**src/rtl/avr_addr_sequencer_if.sv**
```systemverilog
// AVR command-muxer levels in, cartridge ROM/SRAM bus control out.
// master = command side, slave = sequencer.
interface avr_addr_sequencer_if #(
  parameter int ADDR_W = 24
);
  logic              avr_snes_mode;
  logic              avr_si;
  logic              avr_sreg_en_n;
  logic              avr_counter_n;
  logic              avr_we_n;
  logic              avr_oe_n;
  logic [ADDR_W-1:0] rom_addr;
  logic              rom_oe_n;
  logic              rom_we_n;
  logic              addr_valid;
  logic              addr_wrap;
  logic              busy;

  modport master (
    output avr_snes_mode, avr_si, avr_sreg_en_n,
    output avr_counter_n, avr_we_n, avr_oe_n,
    input  rom_addr, rom_oe_n, rom_we_n,
    input  addr_valid, addr_wrap, busy
  );

  modport slave (
    input  avr_snes_mode, avr_si, avr_sreg_en_n,
    input  avr_counter_n, avr_we_n, avr_oe_n,
    output rom_addr, rom_oe_n, rom_we_n,
    output addr_valid, addr_wrap, busy
  );
endinterface

```
**src/rtl/avr_addr_sequencer.sv**
```systemverilog
// Serial address load, auto-increment, OE gating and timed WE pulses
// for the cartridge ROM/SRAM bus.
module avr_addr_sequencer #(
  parameter int ADDR_W   = 24,
  parameter int WE_PULSE = 4
) (
  input logic                 avr_clk,
  input logic                 avr_reset,
  avr_addr_sequencer_if.slave bus
);
  localparam int BW  = $clog2(ADDR_W + 1);
  localparam int WCW = (WE_PULSE > 1) ? $clog2(WE_PULSE) : 1;
  localparam logic [BW-1:0]     LAST  = BW'(ADDR_W - 1);
  localparam logic [WCW-1:0]    WLEN  = WCW'(WE_PULSE - 1);
  localparam logic [ADDR_W-1:0] A_ONE = ADDR_W'(1);

  typedef enum logic [1:0] {
    IDLE,
    SHIFTING,
    LOADED
  } state_t;

  state_t            state, state_nxt;
  logic [ADDR_W-1:0] shreg, shreg_nxt;
  logic [ADDR_W-1:0] addr, addr_nxt;
  logic [BW-1:0]     bitcnt, bitcnt_nxt;
  logic [WCW-1:0]    wcnt, wcnt_nxt;
  logic              valid, valid_nxt;
  logic              wrap, wrap_nxt;
  logic              busy, busy_nxt;
  logic              we_n, we_nxt;
  logic              oe_n, oe_nxt;
  logic              pinc, pinc_nxt;
  logic              pld, pld_nxt;
  logic              inc_go;

  logic s_si, s_sreg, s_cnt, s_we, s_oe;
  logic p_sreg, p_cnt, p_we;
  logic sreg_fall, cnt_fall, we_fall;
  logic snes;

  assign snes      = bus.avr_snes_mode;
  assign sreg_fall = p_sreg & ~s_sreg;
  assign cnt_fall  = p_cnt & ~s_cnt;
  assign we_fall   = p_we & ~s_we;

  // Strobe samples reset high so leaving reset never looks like a fall
  always_ff @(posedge avr_clk or posedge avr_reset) begin
    if (avr_reset) begin
      s_si   <= 1'b0;
      s_sreg <= 1'b1;
      s_cnt  <= 1'b1;
      s_we   <= 1'b1;
      s_oe   <= 1'b1;
      p_sreg <= 1'b1;
      p_cnt  <= 1'b1;
      p_we   <= 1'b1;
    end else begin
      s_si   <= bus.avr_si;
      s_sreg <= bus.avr_sreg_en_n;
      s_cnt  <= bus.avr_counter_n;
      s_we   <= bus.avr_we_n;
      s_oe   <= bus.avr_oe_n;
      p_sreg <= s_sreg;
      p_cnt  <= s_cnt;
      p_we   <= s_we;
    end
  end

  always_ff @(posedge avr_clk or posedge avr_reset) begin
    if (avr_reset) begin
      state  <= IDLE;
      shreg  <= '0;
      addr   <= '0;
      bitcnt <= '0;
      wcnt   <= '0;
      valid  <= 1'b0;
      wrap   <= 1'b0;
      busy   <= 1'b0;
      we_n   <= 1'b1;
      oe_n   <= 1'b1;
      pinc   <= 1'b0;
      pld    <= 1'b0;
    end else begin
      state  <= state_nxt;
      shreg  <= shreg_nxt;
      addr   <= addr_nxt;
      bitcnt <= bitcnt_nxt;
      wcnt   <= wcnt_nxt;
      valid  <= valid_nxt;
      wrap   <= wrap_nxt;
      busy   <= busy_nxt;
      we_n   <= we_nxt;
      oe_n   <= oe_nxt;
      pinc   <= pinc_nxt;
      pld    <= pld_nxt;
    end
  end

  always_comb begin
    state_nxt  = state;
    shreg_nxt  = shreg;
    addr_nxt   = addr;
    bitcnt_nxt = bitcnt;
    wcnt_nxt   = wcnt;
    valid_nxt  = valid;
    wrap_nxt   = wrap;
    busy_nxt   = busy;
    we_nxt     = we_n;
    pinc_nxt   = pinc;
    pld_nxt    = pld;
    inc_go     = 1'b0;

    if (sreg_fall) begin
      shreg_nxt = {shreg[ADDR_W-2:0], s_si};
      if (state != SHIFTING) begin
        state_nxt  = SHIFTING;
        bitcnt_nxt = BW'(1);
        valid_nxt  = 1'b0;
        wrap_nxt   = 1'b0;
        pinc_nxt   = 1'b0;
        pld_nxt    = 1'b0;
      end else if (bitcnt == LAST) begin
        state_nxt  = LOADED;
        bitcnt_nxt = '0;
        valid_nxt  = 1'b1;
        if (busy) pld_nxt = 1'b1;
        else addr_nxt = shreg_nxt;
      end else begin
        bitcnt_nxt = bitcnt + BW'(1);
      end
    end else if (cnt_fall && state == LOADED) begin
      if (!busy) inc_go = 1'b1;
      else if (!snes) pinc_nxt = 1'b1;
    end

    if (busy) begin
      if (snes) begin
        busy_nxt = 1'b0;
        we_nxt   = 1'b1;
        wcnt_nxt = '0;
        pinc_nxt = 1'b0;
      end else if (wcnt == '0) begin
        busy_nxt = 1'b0;
        we_nxt   = 1'b1;
        inc_go   = pinc_nxt;
        pinc_nxt = 1'b0;
      end else begin
        wcnt_nxt = wcnt - WCW'(1);
      end
      // Deferred final-bit transfer lands once the bus is free
      if (!busy_nxt && pld_nxt) begin
        addr_nxt = shreg_nxt;
        pld_nxt  = 1'b0;
      end
    end else if (we_fall && state == LOADED && !snes) begin
      busy_nxt = 1'b1;
      we_nxt   = 1'b0;
      wcnt_nxt = WLEN;
    end

    if (inc_go) begin
      if (&addr_nxt) wrap_nxt = 1'b1;
      addr_nxt = addr_nxt + A_ONE;
    end

    oe_nxt = s_oe | snes | ~valid_nxt | busy_nxt;
  end

  assign bus.rom_addr   = addr;
  assign bus.rom_oe_n   = oe_n;
  assign bus.rom_we_n   = we_n;
  assign bus.addr_valid = valid;
  assign bus.addr_wrap  = wrap;
  assign bus.busy       = busy;
endmodule
```
**src/flat_wrapper.sv**
```systemverilog
// flat-port wrapper written by rule: the top's interface ports become plain ports
module avr_addr_sequencer_flat 
#(
  parameter int ADDR_W   = 24,
  parameter int WE_PULSE = 4
)
  (avr_clk, avr_reset, bus_avr_snes_mode, bus_avr_si, bus_avr_sreg_en_n, bus_avr_counter_n, bus_avr_we_n, bus_avr_oe_n, bus_rom_addr, bus_rom_oe_n, bus_rom_we_n, bus_addr_valid, bus_addr_wrap, bus_busy);
  avr_addr_sequencer_if #(.ADDR_W(ADDR_W)) bus_i ();
  input logic avr_clk;
  input logic avr_reset;
  input wire logic [$bits(bus_i.avr_snes_mode)-1:0] bus_avr_snes_mode;
  input wire logic [$bits(bus_i.avr_si)-1:0] bus_avr_si;
  input wire logic [$bits(bus_i.avr_sreg_en_n)-1:0] bus_avr_sreg_en_n;
  input wire logic [$bits(bus_i.avr_counter_n)-1:0] bus_avr_counter_n;
  input wire logic [$bits(bus_i.avr_we_n)-1:0] bus_avr_we_n;
  input wire logic [$bits(bus_i.avr_oe_n)-1:0] bus_avr_oe_n;
  output wire logic [$bits(bus_i.rom_addr)-1:0] bus_rom_addr;
  output wire logic [$bits(bus_i.rom_oe_n)-1:0] bus_rom_oe_n;
  output wire logic [$bits(bus_i.rom_we_n)-1:0] bus_rom_we_n;
  output wire logic [$bits(bus_i.addr_valid)-1:0] bus_addr_valid;
  output wire logic [$bits(bus_i.addr_wrap)-1:0] bus_addr_wrap;
  output wire logic [$bits(bus_i.busy)-1:0] bus_busy;
  assign bus_i.avr_snes_mode = bus_avr_snes_mode;
  assign bus_i.avr_si = bus_avr_si;
  assign bus_i.avr_sreg_en_n = bus_avr_sreg_en_n;
  assign bus_i.avr_counter_n = bus_avr_counter_n;
  assign bus_i.avr_we_n = bus_avr_we_n;
  assign bus_i.avr_oe_n = bus_avr_oe_n;
  assign bus_rom_addr = bus_i.rom_addr;
  assign bus_rom_oe_n = bus_i.rom_oe_n;
  assign bus_rom_we_n = bus_i.rom_we_n;
  assign bus_addr_valid = bus_i.addr_valid;
  assign bus_addr_wrap = bus_i.addr_wrap;
  assign bus_busy = bus_i.busy;
  avr_addr_sequencer #(.ADDR_W(ADDR_W), .WE_PULSE(WE_PULSE)) u_core (.avr_clk(avr_clk), .avr_reset(avr_reset), .bus(bus_i));
endmodule
```
**config.mk**
```make
export PLATFORM = sky130hd
export DESIGN_NAME = avr_addr_sequencer_flat
export DESIGN_NICKNAME = d
export VERILOG_FILES = /design/src/rtl/avr_addr_sequencer_if.sv /design/src/rtl/avr_addr_sequencer.sv /design/src/flat_wrapper.sv
export SDC_FILE = /design/constraint.sdc
export NUM_CORES = 1
export LEC_CHECK = 0
export CAP_MARGIN = 15
export CELL_PAD_IN_SITES_DETAIL_PLACEMENT = 1
export CELL_PAD_IN_SITES_GLOBAL_PLACEMENT = 1
export CORE_UTILIZATION = 45
export DETAILED_ROUTE_END_ITERATION = 16
export GPL_ROUTABILITY_DRIVEN = 1
export GPL_TIMING_DRIVEN = 0
export HOLD_SLACK_MARGIN = 0.06
export PLACE_DENSITY_LB_ADDON = 0.08
export REMOVE_ABC_BUFFERS = 1
export SKIP_CTS_REPAIR_TIMING = 1
export SLEW_MARGIN = 20
export SYNTH_ARGS = -nofsm -noshare
export SYNTH_HDL_FRONTEND = slang
export SYNTH_SLANG_ARGS = --single-unit
```
**constraint.sdc**
```tcl
create_clock -name avr_clk -period 4.75 [get_ports avr_clk]
set_input_delay 0.7125 -clock avr_clk [delete_from_list [all_inputs] [get_ports avr_clk]]
set_output_delay 0.7125 -clock avr_clk [all_outputs]
set_load 0.01 [all_outputs]
```
### Yosys cells after proc, flatten, opt, wreduce, memory -nomap -nowiden

Index checks and enable logic that the tools add are counted.

* register bits: 72
* bits of input ports: 8
* output and inout bits: 29
* logic and storage cells: 102

* $add $sub $neg: 3
* equality and inequality tests: 5
* multiplexer cells: 51
* bitwise operators: 10
* reduce and logical (&&, ||, !) cells: 13

Operator list (number)
* 24-bit two-way mux: 8
* 1-bit two-way mux: 35
* 24-bit by 1-bit adder with 24-bit output, second input constant: 1
* 24-bit AND reduction: 1
* 2-bit two-way mux: 6
* 5-bit two-way mux: 2
* 3-bit != test, second input constant: 2
* 2-bit AND reduction: 3
* 5-bit by 1-bit adder with 5-bit output, second input constant: 1
* 5-bit equality test, second input constant: 1
* 1-bit logical AND: 4
* 1-bit NOT: 4
* 2-bit nonzero test: 2
* 1-bit AND: 3
* 1-bit OR: 3
* 2-bit equality test, second input constant: 1
* 1-bit logical NOT: 2
* 2-bit logical NOT: 1
* 2-bit by 1-bit != test with 1-bit output, second input constant: 1
* 2-bit by 1-bit subtractor with 2-bit output, second input constant: 1

### Logic depth before layout (Yosys ltp)

* word-level depth: 11
* depth in mapped cells: 15
* depth with buffers taken out: 14

### Worst setup path before layout

No wires, ideal clock.

* path type: register to register
* start point: register u_core.bitcnt[0]
* end point: register u_core.addr[22], in the netlist u_core.bus.rom_addr[22]
* library setup time: 0.079 ns
* data arrival time: 3.398 ns
* data required time: 4.671 ns
* setup slack: 1.273 ns
* cell stages (with the launch flop): 15
* path buffers: 1
* period minus slack after synthesis: 3.477 ns
* path through: dfrtp_1 ha_1 and4b_1 buf_6 a21o_2 nand2_2 mux2i_1 ha_1 inv_1 a221oi_1 o211ai_1 nor4_4 nand4_2 nor3b_2 xor2_1

* word-level cells in the longest chain between the ends: 9
* elaborated cells between the ends (all ways): 12
* classes of those cells: add/sub: 1; eq/ne: 1; mux: 9; reduce/logical: 1

RTL lines
* start: declaration: line avr_addr_sequencer.sv:26 `logic [BW-1:0] bitcnt, bitcnt_nxt;`
* start signal: assignment: line avr_addr_sequencer.sv:88 `bitcnt <= bitcnt_nxt;`
* 5-bit equality test *: line avr_addr_sequencer.sv:123 `end else if (bitcnt == LAST) begin`
* 1-bit two-way mux: line avr_addr_sequencer.sv:123
* 1-bit two-way mux: line avr_addr_sequencer.sv:116 `if (state != SHIFTING) begin`
* 1-bit two-way mux: line avr_addr_sequencer.sv:114 `if (sreg_fall) begin`
* 1-bit logical AND: line avr_addr_sequencer.sv:152 `if (!busy_nxt && pld_nxt) begin`
* 24-bit two-way mux: line avr_addr_sequencer.sv:152
* 24-bit two-way mux *: line avr_addr_sequencer.sv:137 `if (busy) begin`
* 24-bit by 1-bit adder with 24-bit output: line avr_addr_sequencer.sv:164 `addr_nxt = addr_nxt + A_ONE;`
* 24-bit two-way mux *: line avr_addr_sequencer.sv:162 `if (inc_go) begin`
* named net u_core.addr_nxt[22]: line avr_addr_sequencer.sv:25 `logic [ADDR_W-1:0] addr, addr_nxt;`
* end signal: assignment: line avr_addr_sequencer.sv:87 `addr <= addr_nxt;`
* end: declaration: line avr_addr_sequencer.sv:25

The timed path passes the listed nets; every way through them passes the cells marked *.
A chain may end at the register's enable or synchronous reset.

### Worst setup path in the final report

* start point: input bus_avr_snes_mode
* end point: register u_core.addr[22], in the netlist u_core.bus.rom_addr[22]

* word-level cells in the longest chain between the ends: 8
* elaborated cells between the ends (all ways): 10
* classes of those cells: add/sub: 1; mux: 7; reduce/logical: 2

RTL lines
* start: declaration: line flat_wrapper.sv:11 `input wire logic [$bits(bus_i.avr_snes_mode)-1:0] bus_avr_snes_mode;`
* 1-bit two-way mux: line avr_addr_sequencer.sv:138 `if (snes) begin`
* 1-bit two-way mux: line avr_addr_sequencer.sv:137
* 1-bit logical NOT: line avr_addr_sequencer.sv:152
* 1-bit logical AND: line avr_addr_sequencer.sv:152
* 24-bit two-way mux: line avr_addr_sequencer.sv:152
* 24-bit two-way mux: line avr_addr_sequencer.sv:137
* 24-bit by 1-bit adder with 24-bit output: line avr_addr_sequencer.sv:164
* 24-bit two-way mux *: line avr_addr_sequencer.sv:162
* named net u_core.addr_nxt[22]: line avr_addr_sequencer.sv:25

The timed path passes the listed nets; every way through them passes the cells marked *. The select of a mux whose other input is x is not followed.

==> results <==
==> worst register-to-register path: stages (launching register included) <==
cell	delay [ps]
dfstp_2	540
and2b_2	340
buf_12	230
a21boi_2	390
nand2_4	280
mux2i_2	370
ha_1	240
inv_1	60
a221oi_2	340
o211ai_1	240
nor4_4	440
nand4_2	270
nor3b_2	260
xor2_1	160
==> through the flow <==
stage,total power [uW],cell area (um2),setup slack [ps]
2_1_floorplan,968,3650,407
3_5_place_dp,1090,4190,-401
3_3_place_gp,1070,4140,-1100
6_report,1570,4410,365
4_1_cts,1580,4390,-30.1
5_1_grt,1650,4410,176
==> registers in the layout, summed over array words and instances, names as in the netlist, 2 cells and up <==
| name | count |
|---|---|
| u_core.bitcnt | 5 |
| u_core.bus.rom_addr | 24 |
| u_core.shreg | 24 |
| u_core.state | 2 |
| u_core.wcnt | 2 |
==> area by class of cell <==
cell class / instances / share of cell area, %
clock inverter: 5 / 1.28
tap: 102 / 2.89
multi-input combinational: 231 / 40.2
timing repair buffer: 38 / 9.25
sequential: 72 / 41.1
clock buffer: 11 / 3.21
inverter: 24 / 2.10
==> per-layer routing <==
layer	track usage, %	wire, um
met5	0	0
met2	34.3	4020
met4	7.95	163
met3	4.39	219
met1	28.7	4150
==> path summary, 6_finish.rpt <==
check                      slack (ps)  cells past startpoint                      end         startpoint
setup / recovery                  370                     13  u_core.bus.rom_addr[22]  bus_avr_snes_mode
hold / removal                    360                      0              u_core.p_we        u_core.s_we
setup reg to reg                  530                     13  u_core.bus.rom_addr[22]      u_core.s_sreg
hold reg to reg                   360                      0              u_core.p_we        u_core.s_we
max in group asynchronous        3510                      3      u_core.bus.rom_oe_n          avr_reset
min in group asynchronous         640                      2           u_core.wcnt[0]          avr_reset
==> where the power goes <==
group / switching (uW) / leakage, uW / internal [uW]
combinational: 151 / 0.00113 / 137
sequential: 78.1 / 0.000877 / 712
clock: 239 / 0.0000993 / 256
==> kinds of logic after synthesis <==
group / Yosys count / share of synthesized area [%]
xor+xnor: 23 / 5.37
fa+ha+maj: 3 / 1.00
flops: 72 / 48.4
mux: 49 / 13.5
compound gates: 56 / 10.5
buf+inv: 37 / 5.07
simple gates: 99 / 16.2
==> placed cells by master, fill, tap and decap left out, drive strengths merged, types with 3 or more instances in the layout <==
| cell | count |
|---|---|
| a21boi | 3 |
| a21o | 4 |
| a21oi | 8 |
| and2 | 3 |
| clkbuf | 11 |
| clkdlybuf4s50 | 36 |
| clkinv | 3 |
| dfrtp | 63 |
| dfstp | 9 |
| ha | 3 |
| inv | 24 |
| mux2 | 12 |
| mux2i | 37 |
| nand2 | 36 |
| nand2b | 5 |
| nand3 | 12 |
| nand4 | 5 |
| nor2 | 11 |
| nor3 | 3 |
| nor3b | 3 |
| nor4 | 3 |
| o211ai | 4 |
| o21a | 3 |
| o21ai | 15 |
| o221ai | 4 |
| o31ai | 6 |
| or3 | 5 |
| xnor2 | 9 |
| xor2 | 14 |
==> flow_summary_export.csv <==
group,metric,value,unit
status,status,"finished, final reports clean",
critical_path,critPathMaxStageDelay,600,ps
clock_network,clkSlewWorstSetupHoldPaths,80,ps
power,peakVddDrop,0.167,mV
critical_path,critPathLaunchType,"input pin",
logic_synthesis,ys_seq_elements,72,
sta,maxSlewHeadroom,47.7,%
clock_network,tritoncts,"done",
power,powerDensity,357,mW/mm2
sta,tightest_slew,781,ps
clock_network,numCtsBuffers,9,
global_routing,antenna_found_initial,0,
die,initial_core_util,47.5,%
drt,drt_iter0_drc,46,
placement,dp_cells,466,
logic_synthesis,syn_area,0.00375,mm2
sta,hold_slack,363,ps
critical_path,critPathTopFamily,"compound AO/OA/AOI/OAI gates",
sta,drv_slew,0,
critical_path,worstPathCellList,"clkdlybuf4s50_1 > o21a_1 > a21boi_2 > nand2_4 > mux2i_2 > ha_1 > inv_1 > a221oi_2 > o211ai_1 > nor4_4 > nand4_2 > nor3b_2 > xor2_1",
critical_path,critPathBufInv,2,
drt,firstDrtPassIters,4,
job,drv_cap,0,
drt,route.detailed.drc,0,
sta,setup_tns,0,ps
clock_network,htreeDepth,3,
logic_synthesis,synth_top_flop_cell,"dfrtp_1",
sta,setup_viol,0,
drt,finalWirelength,8550,um
drt,vias,2680,
logic_synthesis,synth_common_cells,"63 x dfrtp_1, 37 x mux2i_1, 35 x nand2_1, 24 x inv_1",
global_routing,overflow,0,
logic_synthesis,avgSynthCellArea,11.1,um2
global_routing,grt_start_max_net_pins,56,
sta,finClkSkew,12.3,ps
die,die_height,93.3,um
logic_synthesis,yosysTopAreaCellShare,42.1,%
global_routing,grt_pass1_wl,14200,um
logic_synthesis,synth-async-reset-ratio,100,%
logic_synthesis,yosys_warnings,0,
clock_network,cts.sinks,72,
critical_path,worstSetupPathType,"input pin to flop",
placement,portBuffers,36,
placement,dp_hpwl,5940,um
finish,fillers,847,
finish,fin_cells,483,
finish,utilization,55.9,%
die,die_x,93.3,um
logic_synthesis,synth_most_common_cell,"dfrtp_1",
sta,finalHoldViolCount,0,
clock_network,clock_tree.root_cell,"clkbuf_8",
finish,drive_above_1_share,15.7,%
die,dieArea,0.00870,mm2
logic_synthesis,synth_edf_count,0,
sta,max_freq,228,MHz
die,row_count,32,
drt,ant_nets,0,
die,coreArea,0.00789,mm2
sta,min_period,4380,ps
clock_network,clk_path_buf_depth,2,
drt,viasPerCell,5.55,
critical_path,critPathSlowestCell,"clkdlybuf4s50_1",
critical_path,cp.required,5020,ps
critical_path,path_max_fanout,18,
logic_synthesis,synthCells,339,
logic_synthesis,synth_area_leader_cell,"dfrtp_1",
drt,wire_per_inst,17.7,um
global_routing,grt_pass1_vias,2784,
die,num_io_pins,37,
logic_synthesis,ys_types,59,
sta,fin_crit_sh,92.3,%
sta,rsz0062_at_grt,"no",
finish,seqCellArea,0.00181,mm2
critical_path,end_kind,"flop",
finish,area_delta_synth_final,17.7,%
min_path,hp-class,"flop to flop",
power,p_leak,0.00211,uW
placement,gp_congestion,0.820,
finish,final_nets,387,
critical_path,cp.arrival,4660,ps
logic_synthesis,synth_area_leaders,"dfrtp_1 42%, mux2i_1 9.9%, dfstp_2 6.3%",
clock_network,clkLatencyLatePin,350,ps
logic_synthesis,seq_area_frac_synth,48.4,%
finish,multiInputGateArea,0.00177,mm2
finish,n_antenna_cell,0,
global_routing,grtUsageTotal,21.4,%
Note: power is estimated with default switching activity, not from simulation.
